--- config.mk ---
export PLATFORM = sky130hd
export DESIGN_NAME = alu_muldiv
export DESIGN_NICKNAME = d
export VERILOG_FILES = /design/src/rtl/alu_muldiv_pkg.sv /design/src/rtl/muldiv_iter.sv /design/src/rtl/alu_muldiv.sv
export SDC_FILE = /design/constraint.sdc
export NUM_CORES = 1
export LEC_CHECK = 0
export CAP_MARGIN = 15
export CORE_MARGIN = 8
export CORE_UTILIZATION = 50
export DETAILED_ROUTE_END_ITERATION = 12
export HOLD_SLACK_MARGIN = 0.05
export PLACE_DENSITY = 0.7
export SKIP_CTS_REPAIR_TIMING = 1
export SLEW_MARGIN = 10
export SYNTH_ARGS = -nofsm -noshare
export SYNTH_HDL_FRONTEND = slang
export SYNTH_SLANG_ARGS = --single-unit
--- constraint.sdc ---
create_clock -name clk -period 5.8 [get_ports clk]
set_input_delay 0.58 -clock clk [delete_from_list [all_inputs] [get_ports clk]]
set_output_delay 0.58 -clock clk [all_outputs]
set_load 0.02 [all_outputs]
--- src/rtl/alu_muldiv_pkg.sv ---
// Shared ALU definitions: operand width, AluOp encoding, mul/div FSM state codes
// and the magnitude helper used by the iterative engine.
package alu_muldiv_pkg;

    localparam int WIDTH = 32;
    localparam int ITER  = WIDTH;
    localparam int CNT_W = $clog2(ITER);

    typedef logic [WIDTH-1:0] word_t;

    localparam logic [3:0] OP_ADD  = 4'd0;
    localparam logic [3:0] OP_SUB  = 4'd1;
    localparam logic [3:0] OP_OR   = 4'd2;
    localparam logic [3:0] OP_SLL  = 4'd3;
    localparam logic [3:0] OP_SLT  = 4'd4;
    localparam logic [3:0] OP_LUI  = 4'd5;
    localparam logic [3:0] OP_MUL  = 4'd6;
    localparam logic [3:0] OP_DIV  = 4'd7;
    localparam logic [3:0] OP_MFHI = 4'd8;

    localparam logic [1:0] ST_IDLE = 2'd0;
    localparam logic [1:0] ST_CALC = 2'd1;
    localparam logic [1:0] ST_FIX  = 2'd2;
    localparam logic [1:0] ST_DONE = 2'd3;

    // 0x80000000 maps to itself, which is the correct magnitude when read unsigned.
    function automatic word_t mag(input word_t v);
        return v[WIDTH-1] ? -v : v;
    endfunction

endpackage

--- src/rtl/muldiv_iter.sv ---
// Iterative signed multiply/divide engine owning the architectural HI/LO registers.
//
// state | meaning
// IDLE  | waiting for Start with ALUOp Mul/Div
// CALC  | one shift-add / restoring shift-subtract step per cycle
// FIX   | sign correction, HI/LO written at end of cycle
// DONE  | Done pulse (with DivByZero when divisor was 0)
module muldiv_iter
    import alu_muldiv_pkg::*;
(
    input  logic             clk,
    input  logic             reset,
    input  logic [3:0]       op,
    input  logic [WIDTH-1:0] a,
    input  logic [WIDTH-1:0] b,
    input  logic             start,
    output logic             busy,
    output logic             done,
    output logic             div_by_zero,
    output logic [WIDTH-1:0] hi,
    output logic [WIDTH-1:0] lo
);

    localparam logic [CNT_W-1:0] CNT_LOAD = CNT_W'(ITER - 1);

    logic [1:0]         state;
    logic [CNT_W-1:0]   cnt;
    logic [WIDTH-1:0]   p_hi, p_lo, mcand;
    logic               is_div, neg_main, neg_rem, dz;
    logic               launch;
    logic [WIDTH:0]     mul_sum, div_shl, div_diff;
    logic [WIDTH-1:0]   step_hi, step_lo, quo, rem, fix_hi, fix_lo;
    logic [2*WIDTH-1:0] prod;

    assign launch = start && (op == OP_MUL || op == OP_DIV);

    // {p_hi,p_lo} is the product accumulator for mul, and {remainder,quotient} for div.
    always_comb begin
        mul_sum  = {1'b0, p_hi} + (p_lo[0] ? {1'b0, mcand} : '0);
        div_shl  = {p_hi, p_lo[WIDTH-1]};
        div_diff = div_shl - {1'b0, mcand};
        if (is_div) begin
            if (div_diff[WIDTH]) begin
                step_hi = div_shl[WIDTH-1:0];
                step_lo = {p_lo[WIDTH-2:0], 1'b0};
            end else begin
                step_hi = div_diff[WIDTH-1:0];
                step_lo = {p_lo[WIDTH-2:0], 1'b1};
            end
        end else begin
            step_hi = mul_sum[WIDTH:1];
            step_lo = {mul_sum[0], p_lo[WIDTH-1:1]};
        end
        prod   = neg_main ? -{p_hi, p_lo} : {p_hi, p_lo};
        quo    = neg_main ? -p_lo : p_lo;
        rem    = neg_rem ? -p_hi : p_hi;
        fix_hi = is_div ? rem : prod[2*WIDTH-1:WIDTH];
        fix_lo = is_div ? quo : prod[WIDTH-1:0];
    end

    always_ff @(posedge clk) begin
        if (reset) begin
            state    <= ST_IDLE;
            cnt      <= '0;
            p_hi     <= '0;
            p_lo     <= '0;
            mcand    <= '0;
            is_div   <= 1'b0;
            neg_main <= 1'b0;
            neg_rem  <= 1'b0;
            dz       <= 1'b0;
            hi       <= '0;
            lo       <= '0;
        end else begin
            case (state)
                ST_IDLE: begin
                    dz <= 1'b0;
                    if (launch) begin
                        if (op == OP_DIV && b == '0) begin
                            dz    <= 1'b1;
                            state <= ST_DONE;
                        end else begin
                            p_hi     <= '0;
                            p_lo     <= mag(a);
                            mcand    <= mag(b);
                            is_div   <= (op == OP_DIV);
                            neg_main <= a[WIDTH-1] ^ b[WIDTH-1];
                            neg_rem  <= a[WIDTH-1];
                            cnt      <= CNT_LOAD;
                            state    <= ST_CALC;
                        end
                    end
                end
                ST_CALC: begin
                    p_hi <= step_hi;
                    p_lo <= step_lo;
                    if (cnt == '0) state <= ST_FIX;
                    else           cnt   <= cnt - 1'b1;
                end
                ST_FIX: begin
                    hi    <= fix_hi;
                    lo    <= fix_lo;
                    state <= ST_DONE;
                end
                ST_DONE: state <= ST_IDLE;
                default: state <= ST_IDLE;
            endcase
        end
    end

    assign busy        = (state == ST_CALC) || (state == ST_FIX);
    assign done        = (state == ST_DONE);
    assign div_by_zero = done && dz;

endmodule

--- src/rtl/alu_muldiv.sv ---
// Datapath ALU: single-cycle ops, Result mux and Zero; signed MUL/DIV via muldiv_iter.
// Optional macro ALU_OVERFLOW_EN adds the signed add/sub Overflow output.
module alu_muldiv
    import alu_muldiv_pkg::*;
(
    input  logic             clk,
    input  logic             reset,
    input  logic [3:0]       ALUOp,
    input  logic [WIDTH-1:0] A,
    input  logic [WIDTH-1:0] B,
    input  logic [4:0]       Shamt,
    input  logic             Start,
    output logic [WIDTH-1:0] Result,
    output logic             Zero,
    output logic             Busy,
    output logic             Done,
    output logic             DivByZero,
    output logic [WIDTH-1:0] Hi,
    output logic [WIDTH-1:0] Lo
`ifdef ALU_OVERFLOW_EN
    ,
    output logic             Overflow
`endif
);

    logic [WIDTH-1:0] sum, diff;
    logic             lt;

    muldiv_iter u_muldiv (
        .clk         (clk),
        .reset       (reset),
        .op          (ALUOp),
        .a           (A),
        .b           (B),
        .start       (Start),
        .busy        (Busy),
        .done        (Done),
        .div_by_zero (DivByZero),
        .hi          (Hi),
        .lo          (Lo)
    );

    assign sum  = A + B;
    assign diff = A - B;
    assign lt   = $signed(A) < $signed(B);

    always_comb begin
        Result = sum;
        case (ALUOp)
            OP_ADD:  Result = sum;
            OP_SUB:  Result = diff;
            OP_OR:   Result = A | B;
            OP_SLL:  Result = B << Shamt;
            OP_SLT:  Result = {{(WIDTH-1){1'b0}}, lt};
            OP_LUI:  Result = {B[15:0], 16'h0000};
            OP_MFHI: Result = Hi;
            OP_MUL:  Result = Lo;
            OP_DIV:  Result = Lo;
            default: Result = sum;
        endcase
    end

    assign Zero = (Result == '0);

`ifdef ALU_OVERFLOW_EN
    assign Overflow = !reset &&
        ((ALUOp == OP_ADD && A[WIDTH-1] == B[WIDTH-1] && Result[WIDTH-1] != A[WIDTH-1]) ||
         (ALUOp == OP_SUB && A[WIDTH-1] != B[WIDTH-1] && Result[WIDTH-1] != A[WIDTH-1]));
`endif

endmodule

==> results_dict.tcl, run 1 <==
set metrics [dict create \
    ant_nets 0 \
    clock_skew_ns 0.0196 \
    drive_gt1_frac 0.116 \
    synthToLayoutAreaGrowth_pct 19.3 \
    drt_iter0_drc 3136 \
    r2r_cells 16 \
    fin_crit_sh 1.00 \
    final_nets 3280 \
    ctsLongestPathBuffers 2 \
    io_pins 176 \
    worstHoldStart "u_muldiv.p_lo[6]$_SDFFE_PP0P_" \
    drc 0 \
    tns_ns -0.0137 \
    io_buffers 175 \
    hold_viol_final 0 \
    first_pass_iters 5 \
    grt_pass1_vias 22360 \
    synthArstFlopShare 0 \
    fillers 3830 \
    clock_sinks 171 \
    insertion_delay_ns 0.49 \
    fin_crit_ns 5.81 \
    syn_inst 2815 \
    criticalPathCategory "in2out" \
    status "finished with violations" \
    synth_area_mm2 0.0207 \
    cp-startpoint "A[0]" \
    antenna_found_initial 0 \
    place_congestion 1.13 \
    cts_root_buf "clkbuf_16" \
    synth_seq_cells 171 \
    r2r-start "u_muldiv.p_lo[0]$_SDFFE_PP0P_" \
    avgViaCountPerCell 6.69 \
    rows 74 \
    max_slew_margin 0.223 \
    antenna_cells 0 \
    dieArea_mm2 0.0482 \
    syn_nets 3065 \
    synth_flop_cell "dfxtp_1" \
    ys_warn_count 0 \
    max-cap-violations 0 \
    clkTransAtPathRegs_ns 0.08 \
    cts_htree_levels 4 \
    dp_hpwl_um 77900 \
    synth_cell_type_count 82 \
    die_w_um 220 \
    netlist.area_leader.share 0.165 \
    setup_violations 1 \
    grt_pass1_wl_um 142000 \
    p_per_area_mw_per_mm2 260 \
    slew_violations 0 \
    cp_max_fo 4 \
    cts_tree "done" \
    reg2reg_slack_ns 1.02 \
    hold_path.class "reg2reg" \
    critPathRequiredTime_ns 5.22 \
    yosys.area.top_type "dfxtp_1" \
    core-area_mm2 0.0409 \
    die_h_um 220 \
    syn_area_per_cell_um2 7.36 \
    cp-endpoint "Zero" \
    numCtsBuffers 17 \
    start_util 0.507 \
    worstPathArrival_ns 5.23 \
    cp-start-kind "primary input" \
    max-vdd-ir-drop_mv 0.282 \
    synth.area.top_cells "dfxtp_1, ha_1, xnor2_1, a21oi_1, nor2_1" \
    leakage_nw 10.0 \
    fin_ws_ns -0.0137 \
    timing.rr.end "u_muldiv.p_hi[30]$_SDFFE_PP0P_" \
    routed_wl_um 96600 \
    end_kind "output pin" \
    max_slew.worst_pin.slew_ns 1.15 \
    grt_overflow 0 \
    dpl_worst_slack_ns -0.288 \
    grt_usage 0.387 \
    fmax_mhz 172 \
    num_vias 23910 \
    violations "setup timing" \
    grt_max_degree 83 \
    ys_seq_area_frac 0.165 \
    synth_edf_count 0 \
    wl_per_cell_um 27.0 \
]
==> metrics by stage <==
step,power [mW],cell area [µm²],hold slack [ns],instances,utilization
finish,6.44,24700,0.488,3575,0.604
global route,6.73,24700,0.522,3575,0.604
global placement,5.13,24100,0.458,3543,0.590
CTS,6.34,24700,0.483,3575,0.604
floorplan,3.75,20700,0.427,2815,-
detailed placement,5.18,24100,0.472,3543,0.590
==> area by class of cell <==
class | instances | area [µm²] | area share
clock buffer | 18 | 429 | 0.0173
clock inverter | 14 | 146 | 0.00592
inverter | 164 | 616 | 0.0249
multi-input combinational | 2282 | 16000 | 0.649
sequential | 171 | 3430 | 0.139
tap | 532 | 666 | 0.0269
timing repair buffer | 394 | 3410 | 0.138
==> registers in the layout, summed over array words and instances (netlist names), 2 cells and up <==
register / count
u_muldiv.hi: 32
u_muldiv.lo: 32
u_muldiv.mcand: 32
u_muldiv.p_hi: 32
u_muldiv.p_lo: 32
u_muldiv.cnt: 5
u_muldiv.state: 2
==> routing by layer <==
| metal | vias to the layer above | routed length, µm | GRT usage |
|---|---|---|---|
| li1 | 10769 | - | - |
| met1 | 11424 | 37800 | 0.481 |
| met2 | 1392 | 42300 | 0.603 |
| met3 | 325 | 9410 | 0.0801 |
| met4 | 0 | 7050 | 0.250 |
| met5 | - | 0 | 0 |
==> cells in the mapped netlist (20+ instances only) <==
master / instances
nand3_1: 45
ha_1: 170
a211oi_1: 112
a22oi_1: 21
dfxtp_1: 171
a21oi_1: 224
or3_1: 43
o21a_1: 21
clkbuf_1: 166
xor2_1: 51
buf_1: 20
a221oi_1: 27
nand2_1: 248
nor4_1: 28
nor2b_1: 22
nor3_1: 50
a221o_1: 21
a31oi_1: 29
xnor2_1: 131
o21ai_0: 161
mux2i_1: 99
mux4_2: 33
o31ai_1: 38
nor2_1: 285
o211ai_1: 61
nand4_1: 21
inv_1: 161
a21o_1: 57
==> report_power, final <==
group | internal [mW] | total (mW) | switching, mW | leakage (nW)
sequential | 1.36 | 1.67 | 0.310 | 1.39
combinational | 1.46 | 3.61 | 2.15 | 8.38
clock | 0.572 | 1.16 | 0.588 | 0.279
total | 3.39 | 6.44 | 3.04 | 10.0
==> worst max-delay path, cell delays in order <==
cell and delay (ns):
clkdlybuf4s50_1 0.56, inv_1 0.09, ha_1 0.23, fa_1 0.42
o21bai_1 0.23, a21oi_1 0.17, buf_4 0.17, and2_1 0.15
a21oi_1 0.22, a31oi_1 0.15, a211o_1 0.33, a21o_1 0.21
or4_1 0.58, nor4_2 0.26, nand4b_1 0.16, nor4b_1 0.39
dlymetal6s2s_1 0.32
==> worst min-delay path by stage <==
stage	slack, ns	end	cells past startpoint
after floorplan	0.43	u_muldiv.dz$_SDFFE_PP0N_	2
after global routing	0.52	u_muldiv.p_lo[6]$_SDFFE_PP0P_	2
final	0.49	u_muldiv.p_lo[6]$_SDFFE_PP0P_	2
after global placement	0.46	u_muldiv.p_lo[6]$_SDFFE_PP0P_	2
after CTS	0.48	u_muldiv.p_lo[6]$_SDFFE_PP0P_	2
after detailed placement	0.47	u_muldiv.p_lo[6]$_SDFFE_PP0P_	2
==> logic make-up after synthesis <==
family,synth area share
simple gates,0.196
flops,0.165
compound gates,0.298
xor+xnor,0.0769
mux,0.0907
buf+inv,0.0666
fa+ha+maj,0.106
==> placed cells by master, fill, tap and decap left out, drive strengths merged, types with 38 or more instances in the layout <==
cell type,count
o211ai,61
nand2,248
or3,44
xor2,51
o31ai,38
dfxtp,171
nor2,285
a21oi,225
inv,169
ha,170
clkdlybuf4s50,170
nand3,45
a211oi,112
o21ai,163
mux2i,99
xnor2,131
a21o,57
nor3,50
buf,223
No activity file was read; power rests on OpenSTA's default activity.
==> run 2, diff against run 1 <==
- ABC_CLOCK_PERIOD_IN_PS: unset -> 5800
- CORE_UTILIZATION: 50 -> 55
- PLACE_DENSITY: 0.7 -> 0.76
==> results_dict.tcl, run 2 (same netlist as run 1, synthesis figures left out) <==
set metrics [dict create \
    status "finished, final reports clean" \
    cts_tree "done" \
    leakage_nw 10.3 \
    ant_nets 0 \
    grt_pass1_wl_um 146000 \
    max_slew_margin 0.295 \
    end_kind "output pin" \
    synthToLayoutAreaGrowth_pct 21.0 \
    num_vias 24734 \
    layout_common_cells "nor2_1, buf_4, nand2_1" \
    top_usage_layer "met2" \
    place_congestion 1.11 \
    grt_usage 0.427 \
    crit_family "buffers and inverters" \
    max-vdd-ir-drop_mv 0.452 \
    criticalPathCategory "in2out" \
    die_w_um 210 \
    rows 71 \
    slowest_delay_ns 0.69 \
    gr-usage-met1 0.506 \
    avgViaCountPerCell 6.88 \
    r2r_cells 15 \
    fin_ws_ns 0.137 \
    grt_pass1_vias 23678 \
    clock_skew_ns 0.0158 \
    io_pins 176 \
    cts_root_buf "clkbuf_16" \
    cp_max_fo 11 \
    worstPathArrival_ns 5.08 \
    final_common_cell "nor2_1" \
    path_buf_inv 6 \
    whs_ns 0.491 \
    slew_violations 0 \
    clkTransAtPathRegs_ns 0.07 \
    grt_max_degree 100 \
    cp_cell_sequence "clkdlybuf4s50_1 -> buf_4 -> ha_1 -> a21o_1 -> a221oi_1 -> buf_4 -> o21ai_0 -> buf_4 -> a41oi_1 -> buf_4 -> o31ai_1 -> nand3_1 -> o2bb2ai_1 -> nor3b_1 -> a211o_1 -> a21oi_1 -> clkdlybuf4s50_1" \
    drt_iter0_drc 3624 \
    slowest_stage "clkdlybuf4s50_1" \
    fin_crit_sh 0.976 \
    ctsLongestPathBuffers 2 \
    routed_wl_um 98300 \
    cp-start-kind "primary input" \
    dieArea_mm2 0.0442 \
    cp-endpoint "Result[30]" \
    hold_viol_final 0 \
    use_met2 0.666 \
    insertion_delay_ns 0.47 \
    cp-startpoint "B[3]" \
    cp_common_cell "buf_4" \
    fillers 3175 \
    dp_hpwl_um 78000 \
    setup_violations 0 \
    max_slew.worst_pin.slew_ns 1.06 \
    cts_htree_levels 4 \
    finish.utilization 0.671 \
    numCtsBuffers 17 \
    timing.rr.end "u_muldiv.p_hi[30]$_SDFFE_PP0P_" \
    cp_num_cells 17 \
    start_util 0.554 \
    max-cap-violations 0 \
    multiInputGateArea_mm2 0.0160 \
    drive_gt1_frac 0.128 \
    seq_area_mm2 0.00342 \
    globalRouteMet3Util 0.111 \
    r2r-start "u_muldiv.p_lo[0]$_SDFFE_PP0P_" \
    core-area_mm2 0.0374 \
    final_nets 3319 \
    drc 0 \
    hold_path.class "reg2reg" \
    clock_sinks 171 \
    rsz0062_at_grt "no" \
    io_buffers 175 \
    grt_overflow 0 \
    critPathRequiredTime_ns 5.22 \
    dpl_worst_slack_ns -0.262 \
    fin_crit_ns 5.66 \
    fmax_mhz 177 \
    wl_per_cell_um 27.3 \
    antenna_found_initial 3 \
    reg2reg_slack_ns 0.98 \
    p_per_area_mw_per_mm2 263 \
    first_pass_iters 7 \
    die_h_um 210 \
]
[run 2: worst reg2reg max path: cells and delay by family, from the launching register on]
| family | cells | cell delay, ns |
|---|---|---|
| AOI/OAI and AO/OA | 8 | 1.87 |
| xor gates and xnor gates | 1 | 0.15 |
| adders and majority gates | 1 | 0.33 |
| buffers and inverters | 2 | 0.90 |
| DFF | 1 | 0.44 |
| and+or+nand+nor | 3 | 1.03 |
[run 2: area by class of cell]
class                      instances  area share
multi-input combinational       2282       0.639
sequential                       171       0.136
clock inverter                    13     0.00713
antenna                            2    0.000199
clock buffer                      18      0.0175
inverter                         164      0.0245
tap                              511      0.0255
timing repair buffer             433       0.149
[run 2: worst min-delay path by stage]
stage,from,endpoint,slack (ns),cells after the start
floorplan,u_muldiv.dz$_SDFFE_PP0N_,u_muldiv.dz$_SDFFE_PP0N_,0.43,2
global placement,u_muldiv.p_lo[6]$_SDFFE_PP0P_,u_muldiv.p_lo[6]$_SDFFE_PP0P_,0.46,2
detailed placement,u_muldiv.p_lo[6]$_SDFFE_PP0P_,u_muldiv.p_lo[6]$_SDFFE_PP0P_,0.47,2
CTS,u_muldiv.p_lo[6]$_SDFFE_PP0P_,u_muldiv.p_lo[6]$_SDFFE_PP0P_,0.48,2
global route,u_muldiv.p_lo[6]$_SDFFE_PP0P_,u_muldiv.p_lo[6]$_SDFFE_PP0P_,0.51,2
finish,u_muldiv.p_lo[6]$_SDFFE_PP0P_,u_muldiv.p_lo[6]$_SDFFE_PP0P_,0.49,2
[run 2: metrics by stage]
step                      area [µm²]  TNS [ns]  std cells  power, mW
after detailed placement       24400    -0.262       3561       5.23
after CTS                      25100    -0.296       3592       6.46
after global routing           25100         0       3592       6.85
final                          25100         0       3594       6.60
after global placement         24400    -0.279       3561       5.14
after floorplan                20700         0       2815       3.75
[run 2: power by group]
group | total (mW) | internal, mW | switching [mW]
Combinational | 3.68 | 1.49 | 2.18
Sequential | 1.69 | 1.36 | 0.337
Clock | 1.23 | 0.697 | 0.533
Total | 6.60 | 3.55 | 3.05
[run 2: layer usage]
layer / up-vias / part of all wire
li1: 10842 / -
met1: 11634 / 0.36
met2: 1773 / 0.43
met3: 481 / 0.12
met4: 4 / 0.088
met5: - / 0.00024
